$ cat src/rtl/riscv_uart_boot_loader_pkg.sv
// Shared encodings and protocol constants for the UART boot loader and its byte receiver.
package riscv_uart_boot_loader_pkg;

    typedef enum logic [2:0] {
        COUNT_LO,
        COUNT_HI,
        DATA,
        DONE,
        ERROR
    } loader_state_t;

    typedef enum logic [1:0] {
        RX_IDLE,
        RX_START,
        RX_DATA,
        RX_STOP
    } rx_state_t;

    localparam int HEADER_BYTES   = 2;
    localparam int BYTES_PER_WORD = 4;

    // An image must hold at least one word and must fit the instruction memory.
    function automatic logic count_in_range(input logic [15:0] count, input int addr_width);
        return (count != 16'd0) && (32'(count) <= (32'd1 << addr_width));
    endfunction

endpackage

$ cat src/rtl/riscv_uart_boot_loader_uart_rx.sv
// 8N1 UART byte receiver: input synchronizer, mid-bit sampling, byte/framing-error strobes.
module uart_byte_receiver
    import riscv_uart_boot_loader_pkg::*;
#(
    parameter int CLKS_PER_BIT = 868
) (
    input  logic       clk,
    input  logic       rst,
    input  logic       uartRx,
    output logic       byteValid,
    output logic [7:0] rxByte,
    output logic       framingError
);

    localparam int CNT_W = $clog2(CLKS_PER_BIT + 1);
    localparam logic [CNT_W-1:0] HALF_LAST = CNT_W'(CLKS_PER_BIT / 2 - 1);
    localparam logic [CNT_W-1:0] BIT_LAST  = CNT_W'(CLKS_PER_BIT - 1);

    logic             rx_meta;
    logic             rx_sync;
    logic             rx_prev;
    rx_state_t        state;
    logic [CNT_W-1:0] clk_cnt;
    logic [2:0]       bit_idx;
    logic [7:0]       shift;

    always_ff @(posedge clk) begin
        if (rst) begin
            rx_meta      <= 1'b1;
            rx_sync      <= 1'b1;
            rx_prev      <= 1'b1;
            state        <= RX_IDLE;
            clk_cnt      <= '0;
            bit_idx      <= '0;
            shift        <= '0;
            rxByte       <= '0;
            byteValid    <= 1'b0;
            framingError <= 1'b0;
        end else begin
            rx_meta      <= uartRx;
            rx_sync      <= rx_meta;
            rx_prev      <= rx_sync;
            byteValid    <= 1'b0;
            framingError <= 1'b0;
            case (state)
                RX_IDLE: begin
                    if (rx_prev && !rx_sync) begin
                        state   <= RX_START;
                        clk_cnt <= '0;
                    end
                end
                RX_START: begin
                    // A start bit that is high again at mid-bit was only a glitch.
                    if (clk_cnt == HALF_LAST) begin
                        clk_cnt <= '0;
                        bit_idx <= '0;
                        state   <= rx_sync ? RX_IDLE : RX_DATA;
                    end else begin
                        clk_cnt <= clk_cnt + 1'b1;
                    end
                end
                RX_DATA: begin
                    if (clk_cnt == BIT_LAST) begin
                        clk_cnt <= '0;
                        shift   <= {rx_sync, shift[7:1]};
                        bit_idx <= bit_idx + 1'b1;
                        if (bit_idx == 3'd7) begin
                            state <= RX_STOP;
                        end
                    end else begin
                        clk_cnt <= clk_cnt + 1'b1;
                    end
                end
                RX_STOP: begin
                    if (clk_cnt == BIT_LAST) begin
                        clk_cnt <= '0;
                        state   <= RX_IDLE;
                        if (rx_sync) begin
                            byteValid <= 1'b1;
                            rxByte    <= shift;
                        end else begin
                            framingError <= 1'b1;
                        end
                    end else begin
                        clk_cnt <= clk_cnt + 1'b1;
                    end
                end
                default: state <= RX_IDLE;
            endcase
        end
    end

endmodule

$ cat src/rtl/riscv_uart_boot_loader.sv
// UART boot loader: receives a word-count header and little-endian words, writes them to
// instruction memory and releases the CPU reset once the whole image has landed.
module riscv_uart_boot_loader
    import riscv_uart_boot_loader_pkg::*;
#(
    parameter int CLKS_PER_BIT = 868,
    parameter int ADDR_WIDTH   = 10
) (
    input  logic                  clk,
    input  logic                  rst,
    input  logic                  uartRx,
    output logic                  romWriteEnable,
    output logic [ADDR_WIDTH-1:0] romWriteAddress,
    output logic [31:0]           romWriteData,
    output logic                  cpuReset,
    output logic                  loadDone,
    output logic                  loadError
);

    localparam logic [1:0] LAST_BYTE = 2'(BYTES_PER_WORD - 1);

    logic                byte_valid;
    logic [7:0]          rx_byte;
    logic                framing_error;

    loader_state_t       state;
    logic [7:0]          count_lo;
    logic [15:0]         word_count;
    logic [1:0]          byte_idx;
    logic [23:0]         word_buf;
    logic [ADDR_WIDTH:0] word_idx;
    logic [16:0]         word_idx_ext;
    logic [16:0]         word_count_ext;

    assign word_idx_ext   = 17'(word_idx);
    assign word_count_ext = 17'(word_count);

    uart_byte_receiver #(
        .CLKS_PER_BIT(CLKS_PER_BIT)
    ) u_rx (
        .clk         (clk),
        .rst         (rst),
        .uartRx      (uartRx),
        .byteValid   (byte_valid),
        .rxByte      (rx_byte),
        .framingError(framing_error)
    );

    always_ff @(posedge clk) begin
        if (rst) begin
            state           <= COUNT_LO;
            count_lo        <= '0;
            word_count      <= '0;
            byte_idx        <= '0;
            word_buf        <= '0;
            word_idx        <= '0;
            romWriteEnable  <= 1'b0;
            romWriteAddress <= '0;
            romWriteData    <= '0;
            cpuReset        <= 1'b1;
            loadDone        <= 1'b0;
            loadError       <= 1'b0;
        end else begin
            romWriteEnable <= 1'b0;
            case (state)
                COUNT_LO: begin
                    if (framing_error) begin
                        state     <= ERROR;
                        loadError <= 1'b1;
                    end else if (byte_valid) begin
                        count_lo <= rx_byte;
                        state    <= COUNT_HI;
                    end
                end
                COUNT_HI: begin
                    if (framing_error) begin
                        state     <= ERROR;
                        loadError <= 1'b1;
                    end else if (byte_valid) begin
                        word_count <= {rx_byte, count_lo};
                        if (count_in_range({rx_byte, count_lo}, ADDR_WIDTH)) begin
                            state <= DATA;
                        end else begin
                            state     <= ERROR;
                            loadError <= 1'b1;
                        end
                    end
                end
                DATA: begin
                    // word_idx has already advanced past the word being strobed this cycle.
                    if (romWriteEnable && word_idx_ext == word_count_ext) begin
                        state    <= DONE;
                        loadDone <= 1'b1;
                        cpuReset <= 1'b0;
                    end else if (framing_error) begin
                        state     <= ERROR;
                        loadError <= 1'b1;
                    end else if (byte_valid) begin
                        if (byte_idx == LAST_BYTE) begin
                            romWriteEnable  <= 1'b1;
                            romWriteData    <= {rx_byte, word_buf};
                            romWriteAddress <= word_idx[ADDR_WIDTH-1:0];
                            word_idx        <= word_idx + 1'b1;
                            byte_idx        <= '0;
                        end else begin
                            word_buf <= {rx_byte, word_buf[23:8]};
                            byte_idx <= byte_idx + 1'b1;
                        end
                    end
                end
                DONE, ERROR: begin
                end
                default: begin
                    state     <= ERROR;
                    loadError <= 1'b1;
                end
            endcase
        end
    end

endmodule

$ cat config.mk
export PLATFORM = sky130hd
export DESIGN_NAME = riscv_uart_boot_loader
export DESIGN_NICKNAME = d
export VERILOG_FILES = /design/src/rtl/riscv_uart_boot_loader_pkg.sv /design/src/rtl/riscv_uart_boot_loader_uart_rx.sv /design/src/rtl/riscv_uart_boot_loader.sv
export SDC_FILE = /design/constraint.sdc
export NUM_CORES = 1
export LEC_CHECK = 0
export BUFFER_PORTS_ARGS = -buffer_cell sky130_fd_sc_hd__buf_2
export CAP_MARGIN = 20
export CORE_MARGIN = 2
export CORE_UTILIZATION = 50
export DETAILED_ROUTE_END_ITERATION = 8
export GPL_TIMING_DRIVEN = 0
export PLACE_DENSITY_LB_ADDON = 0.08
export SYNTH_ARGS = -nofsm -noshare
export SYNTH_HDL_FRONTEND = slang
export SYNTH_HIERARCHICAL = 1
export SYNTH_SLANG_ARGS = --single-unit
$ cat constraint.sdc
create_clock -name clk -period 3 [get_ports clk]
set_clock_uncertainty 0.05 [all_clocks]
set_input_delay 0.3 -clock clk [delete_from_list [all_inputs] [get_ports clk]]
set_output_delay 0.3 -clock clk [all_outputs]
set_load 0.02 [all_outputs]
# After elaboration in Yosys (flattened, before gate mapping)
# Cells that the tools add are included.
[totals]
in_bits = 3
output_inout_bits = 46
ff_bits = 146
word_cells = 113
[op_classes]
n_lt_le_gt_ge = 1
bitwise_logic = 8
muxes = 32
n_eq_ne = 22
addsub = 4
reduce_logical = 24
[op_table]
columns = ["op", "n"]
rows = [
  ["10-bit two-way mux", 3],
  ["10-bit one-hot mux with 3 select lines", 1],
  ["3-bit two-way mux", 9],
  ["11-bit by 16-bit equality test with 1-bit output", 1],
  ["16-bit by 11-bit less-or-equal comparator with 1-bit output, second input constant", 1],
  ["16-bit nonzero test", 1],
  ["5-bit AND reduction", 3],
  ["2-bit two-way mux", 7],
  ["3-bit one-hot mux with 4 select lines", 1],
  ["3-bit AND reduction", 4],
  ["4-bit AND reduction", 3],
  ["11-bit by 1-bit adder with 11-bit output, second input constant", 1],
  ["10-bit by 1-bit adder with 10-bit output, second input constant", 1],
  ["10-bit equality test, second input constant", 1],
  ["10-bit by 9-bit equality test with 1-bit output, second input constant", 1],
  ["2-bit by 1-bit != test with 1-bit output, second input constant", 5],
  ["1-bit two-way mux", 8],
  ["1-bit inverter", 8],
  ["2-bit one-hot mux with 4 select lines", 1],
  ["2-bit equality test, second input constant", 3],
  ["3-bit by 2-bit equality test with 1-bit output, second input constant", 2],
  ["3-bit equality test, second input constant", 2],
  ["3-bit by 1-bit != test with 1-bit output, second input constant", 2],
  ["3-bit by 2-bit != test with 1-bit output, second input constant", 2],
  ["16 further kinds", 20],
]

# Depth between registers and ports, before layout
# Gate-level depths: netlist of the first run.
[depth]
word_depth = 6
depth_mapped = 9
depth_no_buf = 7

# By module
# The synthesis of the first run kept the hierarchy.
[by_module_without_submodules]
columns = ["module", "cells_per_inst", "area_per_inst_um2", "instances", "seq_area_each_um2"]
rows = [
  ["riscv_uart_boot_loader", 487, 4420.5, 1, 2202.1],
  ["uart_byte_receiver", 160, 1552.7, 1, 720.7],
]

# Worst setup path after synthesis of the first run
# No wires, ideal clock.
[synth_timing]
path_type = "register -> register"
startpoint = "register word_count[15]"
endpoint = "register word_idx[8]"
required_ps = 2827
path_buffers = 1
period_less_slack_ps = 2184
setup_ps = 123
path_stages_with_launch = 8
slack_ps = 816
arrival_time_ps = 2011
path_cell_list = "dfxtp_1 or4_4 nor4_4 nand4_4 and2_1 buf_6 nand3_2 mux2_1"
[synth_via]
elab_chain_len = 4
[synth_lines]
columns = ["element", "line", "source"]
rows = [
  ["start: declaration", "riscv_uart_boot_loader.sv:28", "logic [15:0] word_count;"],
  ["start signal: assignment", "riscv_uart_boot_loader.sv:80", "word_count <= {rx_byte, count_lo};"],
  ["11-bit by 16-bit equality test with 1-bit output", "riscv_uart_boot_loader.sv:91", "if (romWriteEnable && word_idx_ext == word_count_ext) begin"],
  ["1-bit logical AND", "riscv_uart_boot_loader.sv:91", ""],
  ["1-bit inverter (no source line)", "n/a", ""],
  ["5-bit AND reduction (no source line)", "n/a", ""],
  ["end signal: assignment", "riscv_uart_boot_loader.sv:103", "word_idx <= word_idx + 1'b1;"],
  ["end: declaration", "riscv_uart_boot_loader.sv:31", "logic [ADDR_WIDTH:0] word_idx;"],
]
# Every way passes these cells.
# A chain may end at the register's enable or synchronous reset.

# Worst setup path in the final report of the first run
[layout_timing]
startpoint = "register word_idx[5]"
endpoint = "register word_idx[8]"
[layout_via]
elab_chain_len = 4
elab_cells_between_ends = 5
cone_classes = "add/sub: 1; eq/ne: 1; bitwise: 1; reduce/logical: 2"
[layout_lines]
columns = ["element"]
rows = [
  ["parallel branches: the longest is 4 deep, another holds 11-bit by 1-bit adder with 11-bit output"],
]
# Several ways; the timed one is not identified.

==> results of run 1 <==
[registers in the layout (all words and copies together) (netlist names), 2 cells and up, named ones only]
| register | cells |
|---|---|
| romWriteData | 32 |
| word_buf | 24 |
| word_count | 16 |
| word_idx | 11 |
| romWriteAddress | 10 |
| u_rx/clk_cnt | 10 |
| count_lo | 8 |
| u_rx/rxByte | 8 |
| u_rx/shift | 8 |
| state | 3 |
| u_rx/bit_idx | 3 |
| byte_idx | 2 |
[synthesized netlist by cell type, drive strengths merged]
cell / count
dfxtp: 146
nand2: 107
nor2: 94
mux2i: 67
a21oi: 55
buf: 22
nand3: 18
clkbuf: 15
xor2: 15
o21ai: 10
nor3: 8
or4: 8
ha: 6
nand4: 6
nor2b: 6
nor4: 6
inv: 5
nand2b: 4
nand3b: 4
or3: 4
mux2: 3
nor4b: 3
o211ai: 3
or2: 3
xnor2: 3
a211oi: 2
a21boi: 2
a22o: 2
and3: 2
and4bb: 2
dlygate4sd1: 2
nor4bb: 2
a2111oi: 1
a211o: 1
a21o: 1
a2bb2oi: 1
a31oi: 1
and2: 1
and4: 1
nand4b: 1
o21a: 1
o22ai: 1
o31ai: 1
or4b: 1
[layout make-up]
| class | count | area [um2] | share of cell area (%) |
|---|---|---|---|
| Clock buffer | 20 | 467 | 6.62 |
| Tap cell | 143 | 179 | 2.54 |
| Inverter | 5 | 18.8 | 0.266 |
| Sequential cell | 146 | 2920 | 41.5 |
| Multi-Input combinational cell | 457 | 2760 | 39.2 |
| Clock inverter | 12 | 179 | 2.54 |
| Timing Repair Buffer | 49 | 250 | 3.55 |
| Buffer | 39 | 269 | 3.82 |
[worst max-delay path, delay by kind of cell, from the launching register on]
kind	cells	cell delay, ns
buffers and inverters	2	0.48
DFF	1	0.30
muxes	1	0.31
xor gates and xnor gates	1	0.11
and+or+nand+nor	4	0.97
[stage by stage]
stage / worst slack (ns) / std cells / util (%)
2_1_floorplan: 0.816 / 647 / -
3_3_place_gp: 0.694 / 838 / 55.5
3_5_place_dp: 0.660 / 838 / 55.5
4_1_cts: 0.641 / 871 / 61.2
5_1_grt: 0.469 / 871 / 61.2
6_report: 0.649 / 871 / 61.2
[logic make-up (layout without fill, tap and decap cells)]
group / after synthesis / in the layout / share of synthesized area (%)
compound gates: 82 / 82 / 7.67
xor+xnor: 18 / 18 / 2.64
fa+ha+maj: 6 / 6 / 1.26
buf+inv: 44 / 125 / 4.82
flops: 146 / 146 / 48.9
mux: 70 / 70 / 11.8
simple gates: 281 / 281 / 22.9
[worst paths after layout]
check | from | end | slack, ns | cells past startpoint
worst max-delay path | word_idx[5] | word_idx[8] | 0.65 | 8
worst min-delay path | rst | u_rx/clk_cnt[5] | 0.22 | 3
worst max register to register | word_idx[5] | word_idx[8] | 0.65 | 8
worst min register to register | u_rx/rx_meta | u_rx/rx_sync | 0.36 | 1
[per-layer routing]
metal  global-route usage, %  share of wire (%)
met5                       0                  0
met4                    8.62                1.7
met3                    5.09                3.8
met2                    33.9                 44
met1                    30.6                 50
[power groups by stage]
| stage | Combinational (W) | Sequential, W | Clock [W] |
|---|---|---|---|
| 2_1_floorplan | 0.0000524 | 0.00199 | 0 |
| 3_3_place_gp | 0.0000751 | 0.00199 | 0 |
| 3_5_place_dp | 0.0000761 | 0.00199 | 0 |
| 4_1_cts | 0.0000773 | 0.00195 | 0.00230 |
| 5_1_grt | 0.0000852 | 0.00195 | 0.00239 |
| 6_report | 0.0000775 | 0.00195 | 0.00227 |
==> flow_summary.yaml, run 1 <==
outcome:
  outcome: "complete, no violations"
pwr:
  peakVddDrop_mv: 0.449
  power_w: 0.00430
  switching_power_w: 0.000873
  pwr-share-comb_pct: 1.8
  p_leak_nw: 2.92
  clock_power_share_pct: 52.8
  p_sw_share_pct: 20.3
  power_frac_seq_pct: 45.4
  p_per_area_mw_per_mm2: 610
  internal_power_w: 0.00342
floorplan:
  die_area_mm2: 0.0128
  io_pins: 49
  core-area_mm2: 0.0115
  rows: 39
  die_h_um: 113
  start_util_pct: 51.9
  die_x_um: 113
timing:
  whs_ns: 0.219
  fin_setup_tns_ns: 0
  slew_headroom_pct: 61.9
  fin_crit_ns: 2.35
  finalSetupViolCount: 0
  rsz0062_at_grt: "false"
  clock.fmax_mhz: 425
  hold_violations: 0
  post-route-period-util_pct: 78.4
  drv_slew: 0
  worst_slew_pin_slew_ns: 0.571
global_routing:
  grt_max_degree: 17
  grt.total_usage_pct: 22.2
  antenna_found_initial: 0
  grt_pass1_vias: 4413
  grt_pass1_wl_um: 22200
  globalRouteOverflowTotal: 0
clock_tree:
  cts.sinks: 146
  cts_made_buffers: 17
  cts_setup_buffers: 0
  clk_latency_ns: 0.42
  cts_hold_buf: 1
  htreeDepth: 4
  cts_root_buf: "clkbuf_16"
  cts_resized: 0
  cts_tree: "built"
  cts_buffer_depth: 2
  path_clk_slew_ns: 0.06
route:
  drt-vias-per-instance: 5.34
  num_vias: 4648
  wirelength_um: 13400
  ant_nets: 0
  drt-initial-drc-count: 226
  drcViolationCount: 0
  wl_per_cell_um: 15.4
  first_pass_iters: 5
setup_path:
  critical_path_arrival_ns: 2.61
  worstPathMaxFanout: 9
  start_kind: "flip-flop"
  critPathKind: "flip-flop to flip-flop"
  slowest_delay_ns: 0.44
  end_kind: "flip-flop"
  crit_chain: "clkbuf_1, xor2_1, nor4_1, nand4_4, and2_1, buf_6, nand3_2, mux2_1"
  cp_slowest_cell: "nor4_1"
  cp_data_required_time_ns: 3.26
cells_and_area:
  antennaDiodeCount: 0
  area_delta_synth_final_pct: 18.0
  layout-drive-gt1-share_pct: 16.9
  mostFrequentLayoutCells: "146 x dfxtp_1, 106 x nand2_1, 93 x nor2_1"
  fin_nets: 724
  fillers: 990
  final_area_mm2: 0.00705
  layout_commonest_cell: "dfxtp_1"
placement:
  hpwlAfterDp_um: 9580
  dpl-instance-area_mm2: 0.00639
  place.gp.congestion: 0.840
  numPortBuffers: 48
logic_synthesis:
  seq_area_frac_synth_pct: 48.9
  synth_cell_type_count: 59
  synth-seq-cells: 146
  synth_cells: 647
  syn_nets: 656
  avgSynthCellArea_um2: 9.23
  netlist.top_cell.by_area: "dfxtp_1"
  synth_top_area_share_pct: 48.9
  synth_area_leaders: "dfxtp_1 49%, mux2i_1 11%, nand2_1 6.7%, nor2_1 5.8%, a21oi_1 4.6%"
  synth_area_mm2: 0.00597
  yosys_warnings: 6
job:
  maxCapViolations: 0
worst_hold_path:
  hold_path_class: "input port to flip-flop"
Power figures use the tool's default switching activity.
==> run 2: changes to the inputs <==
- ABC_AREA: not set -> 1
- clock period: 3 -> 2.16 ns (I/O delays scaled with it)
==> run 2 against run 1 <==
Effect of this change:
- final cell count increased by 25%
- critical endpoint is now u_rx/rxByte[2]
- sequential share of layout area decreased by 1.7 points
- non-clock buffer count is 2 lower
- flip-flop and latch count is the same
- combinational power rose to 3.1 times the previous value
- largest cell class unchanged
==> flow_summary.yaml, run 2 <==
outcome:
  outcome: "complete, no violations"
cells_and_area:
  layout_commonest_cell: "nand2_1"
  fin_cells: 1093
  mostFrequentLayoutCells: "270 x nand2_1, 146 x dfxtp_1, 124 x a21oi_1"
  antennaDiodeCount: 0
  reg_top3: "romWriteData x32, word_buf x24, word_count x16"
  layout-drive-gt1-share_pct: 15.8
  largest_reg_flops: 32
  fillers: 1186
  regMostFlops: "romWriteData"
  area_delta_synth_final_pct: 16.8
  fin_nets: 922
  final_area_mm2: 0.00734
  fin_util_pct: 60.4
setup_path:
  critical_path_arrival_ns: 2.15
  critPathBufInv: 0
  critPathTopFamily: "simple AND/OR/NAND/NOR gates"
  worstRegToRegCells: 6
  worstPathMaxFanout: 8
  cp.depth: 6
  cp_slowest_cell: "dfxtp_1"
  r2r-start: "u_rx/clk_cnt[0]"
  cp_data_required_time_ns: 2.41
  crit_chain: "ha_1, nand3_1, nor2_1, nand4_1, o21ai_0, a21oi_1"
  reg2reg_slack_ns: 0.26
  end_kind: "flip-flop"
  slowest_delay_ns: 0.46
  critPathKind: "flip-flop to flip-flop"
  r2r-end: "u_rx/rxByte[2]"
  start_kind: "flip-flop"
floorplan:
  die_x_um: 116
  rows: 40
  start_util_pct: 51.7
  core-area_mm2: 0.0122
  io_pins: 49
  die_h_um: 116
  die_area_mm2: 0.0135
worst_hold_path:
  min_from: "rst"
  hold_path_class: "input port to flip-flop"
  holdPathStages: 3
  whs_endpoint: "u_rx/rx_prev"
pwr:
  p_leak_nw: 2.96
  internal_power_w: 0.00466
  p_sw_share_pct: 21.6
  p_per_area_mw_per_mm2: 809
  switching_power_w: 0.00128
  peakVddDrop_mv: 0.483
  clock_power_share_pct: 49.8
  pwr-share-comb_pct: 4.0
  power_frac_seq_pct: 46.2
logic_synthesis:
  netlist.top_cell.by_area: "dfxtp_1"
  yosys_warnings: 6
  synth_most_common_cell: "nand2_1"
  synth_cells: 845
  synth-seq-cells: 146
  async_flop_share_pct: 0
  syn_nets: 854
  synth_area_leaders: "dfxtp_1 47%, nand2_1 16%, a21oi_1 9.9%, inv_1 4.0%, o21ai_0 3.2%"
  avgSynthCellArea_um2: 7.44
  synth_area_mm2: 0.00628
  synth_top_area_share_pct: 46.5
  synth-edff-count: 0
  synth_ff_type: "dfxtp_1"
  synth_cell_type_count: 41
  synth_common_cells: "270 x nand2_1, 146 x dfxtp_1, 124 x a21oi_1, 67 x inv_1, 46 x nor2_1"
  seq_area_frac_synth_pct: 46.5
route:
  num_vias: 5528
  drt-vias-per-instance: 5.06
  ant_nets: 0
  wl_per_cell_um: 13.2
  first_pass_iters: 4
  wirelength_um: 14400
  drcViolationCount: 0
  drt-initial-drc-count: 302
placement:
  place.gp.congestion: 0.915
  dp_cells: 1061
  post-place-ws_ns: 0.274
  dpl-instance-area_mm2: 0.00674
  numPortBuffers: 48
  hpwlAfterDp_um: 10700
timing:
  slew_headroom_pct: 59.3
  worst_slack_ns: 0.265
  hold_violations: 0
  clock.fmax_mhz: 528
  drv_slew: 0
  post-route-period-util_pct: 87.7
  worst_slew_pin_slew_ns: 0.611
  fin_setup_tns_ns: 0
  rsz0062_at_grt: "false"
  fin_crit_ns: 1.90
  finalSetupViolCount: 0
clock_tree:
  cts.sinks: 146
  cts_tree: "built"
  cts_made_buffers: 17
  htreeDepth: 4
  cts_buffer_depth: 2
  path_clk_slew_ns: 0.06
  clk_latency_ns: 0.42
  cts_root_buf: "clkbuf_16"
  cts_setup_buffers: 0
global_routing:
  grt_pass1_vias: 5165
  grt_max_degree: 17
  grt.total_usage_pct: 22.7
  antenna_found_initial: 0
  grt_pass1_wl_um: 23900
  globalRouteOverflowTotal: 0
job:
  maxCapViolations: 0
[run 2: cell count changes after synthesis, sizes merged, moves of 5 or more]
cell / change
a21oi: +81
inv: +67
mux2i: -67
nand2: +179
nand3: +11
nor2: -42
nor2b: -6
nor4: -5
o21ai: +32
or4: -8
xor2: -7
[run 2: metrics by stage]
step,hold slack (ns),power (W)
3_5_place_dp,0.349,0.00303
5_1_grt,0.204,0.00614
6_report,0.187,0.00594
4_1_cts,0.160,0.00598
2_1_floorplan,0.270,0.00297
3_3_place_gp,0.344,0.00302
[run 2: cell type report]
type                            count  area [um2]  share of cell area [%]
Timing Repair Buffer               49         250                    3.41
Clock buffer                       22         464                    6.32
Clock inverter                      9         131                    1.79
Inverter                           72         270                    3.68
Multi-Input combinational cell    590        2850                    38.8
Tap cell                          168         210                    2.86
Sequential cell                   146        2920                    39.8
Buffer                             37         246                    3.36
[run 2: cells by family (layout without fill, tap and decap cells)]
kind of cell / after synthesis / after routing / synth area share, %
buffers and inverters: 109 / 189 / 8.22
AOI/OAI and AO/OA: 184 / 184 / 15.6
xor gates and xnor gates: 9 / 9 / 1.25
DFF: 146 / 146 / 46.5
and+or+nand+nor: 391 / 391 / 27.2
adders and majority gates: 6 / 6 / 1.19
[run 2: how the worst max path moves through the flow]
| stage | from | slack (ns) | to |
|---|---|---|---|
| after floorplan | romWriteEnable | 0.58 | word_buf[18] |
| after global placement | u_rx/clk_cnt[0] | 0.32 | u_rx/rxByte[3] |
| after detailed placement | u_rx/clk_cnt[0] | 0.27 | u_rx/rxByte[2] |
| after CTS | u_rx/clk_cnt[0] | 0.25 | u_rx/rxByte[2] |
| after global routing | word_idx[1] | 0.09 | word_idx[10] |
| final | u_rx/clk_cnt[0] | 0.26 | u_rx/rxByte[2] |
[run 2: tightest hold or removal path, cell delays in order]
cell	delay, ns
buf_2	0.13
inv_1	0.13
nand2_1	0.13
[run 2: power by group through the flow]
stage / combinational (W) / sequential, W / clock (W)
detailed placement: 0.000233 / 0.00280 / 0
finish: 0.000240 / 0.00274 / 0.00296
global route: 0.000271 / 0.00274 / 0.00313
global placement: 0.000227 / 0.00280 / 0
floorplan: 0.000171 / 0.00280 / 0
CTS: 0.000238 / 0.00274 / 0.00300
[run 2: per-layer routing]
| layer | part of all wire (%) | GRT usage [%] | vias to the layer above |
|---|---|---|---|
| met1 | 44 | 27.0 | 2508 |
| met4 | 2.8 | 10.5 | 0 |
| li1 | - | - | 2859 |
| met2 | 49 | 39.7 | 127 |
| met5 | 0 | 0 | - |
| met3 | 3.3 | 4.36 | 34 |
[run 2: what timing repair did]
| action | 4_1_cts | 5_1_grt |
|---|---|---|
| resized for setup | 0 | 0 |
| hold buffers | 1 | 0 |
| endpoints found under the hold margin | 1 | 0 |
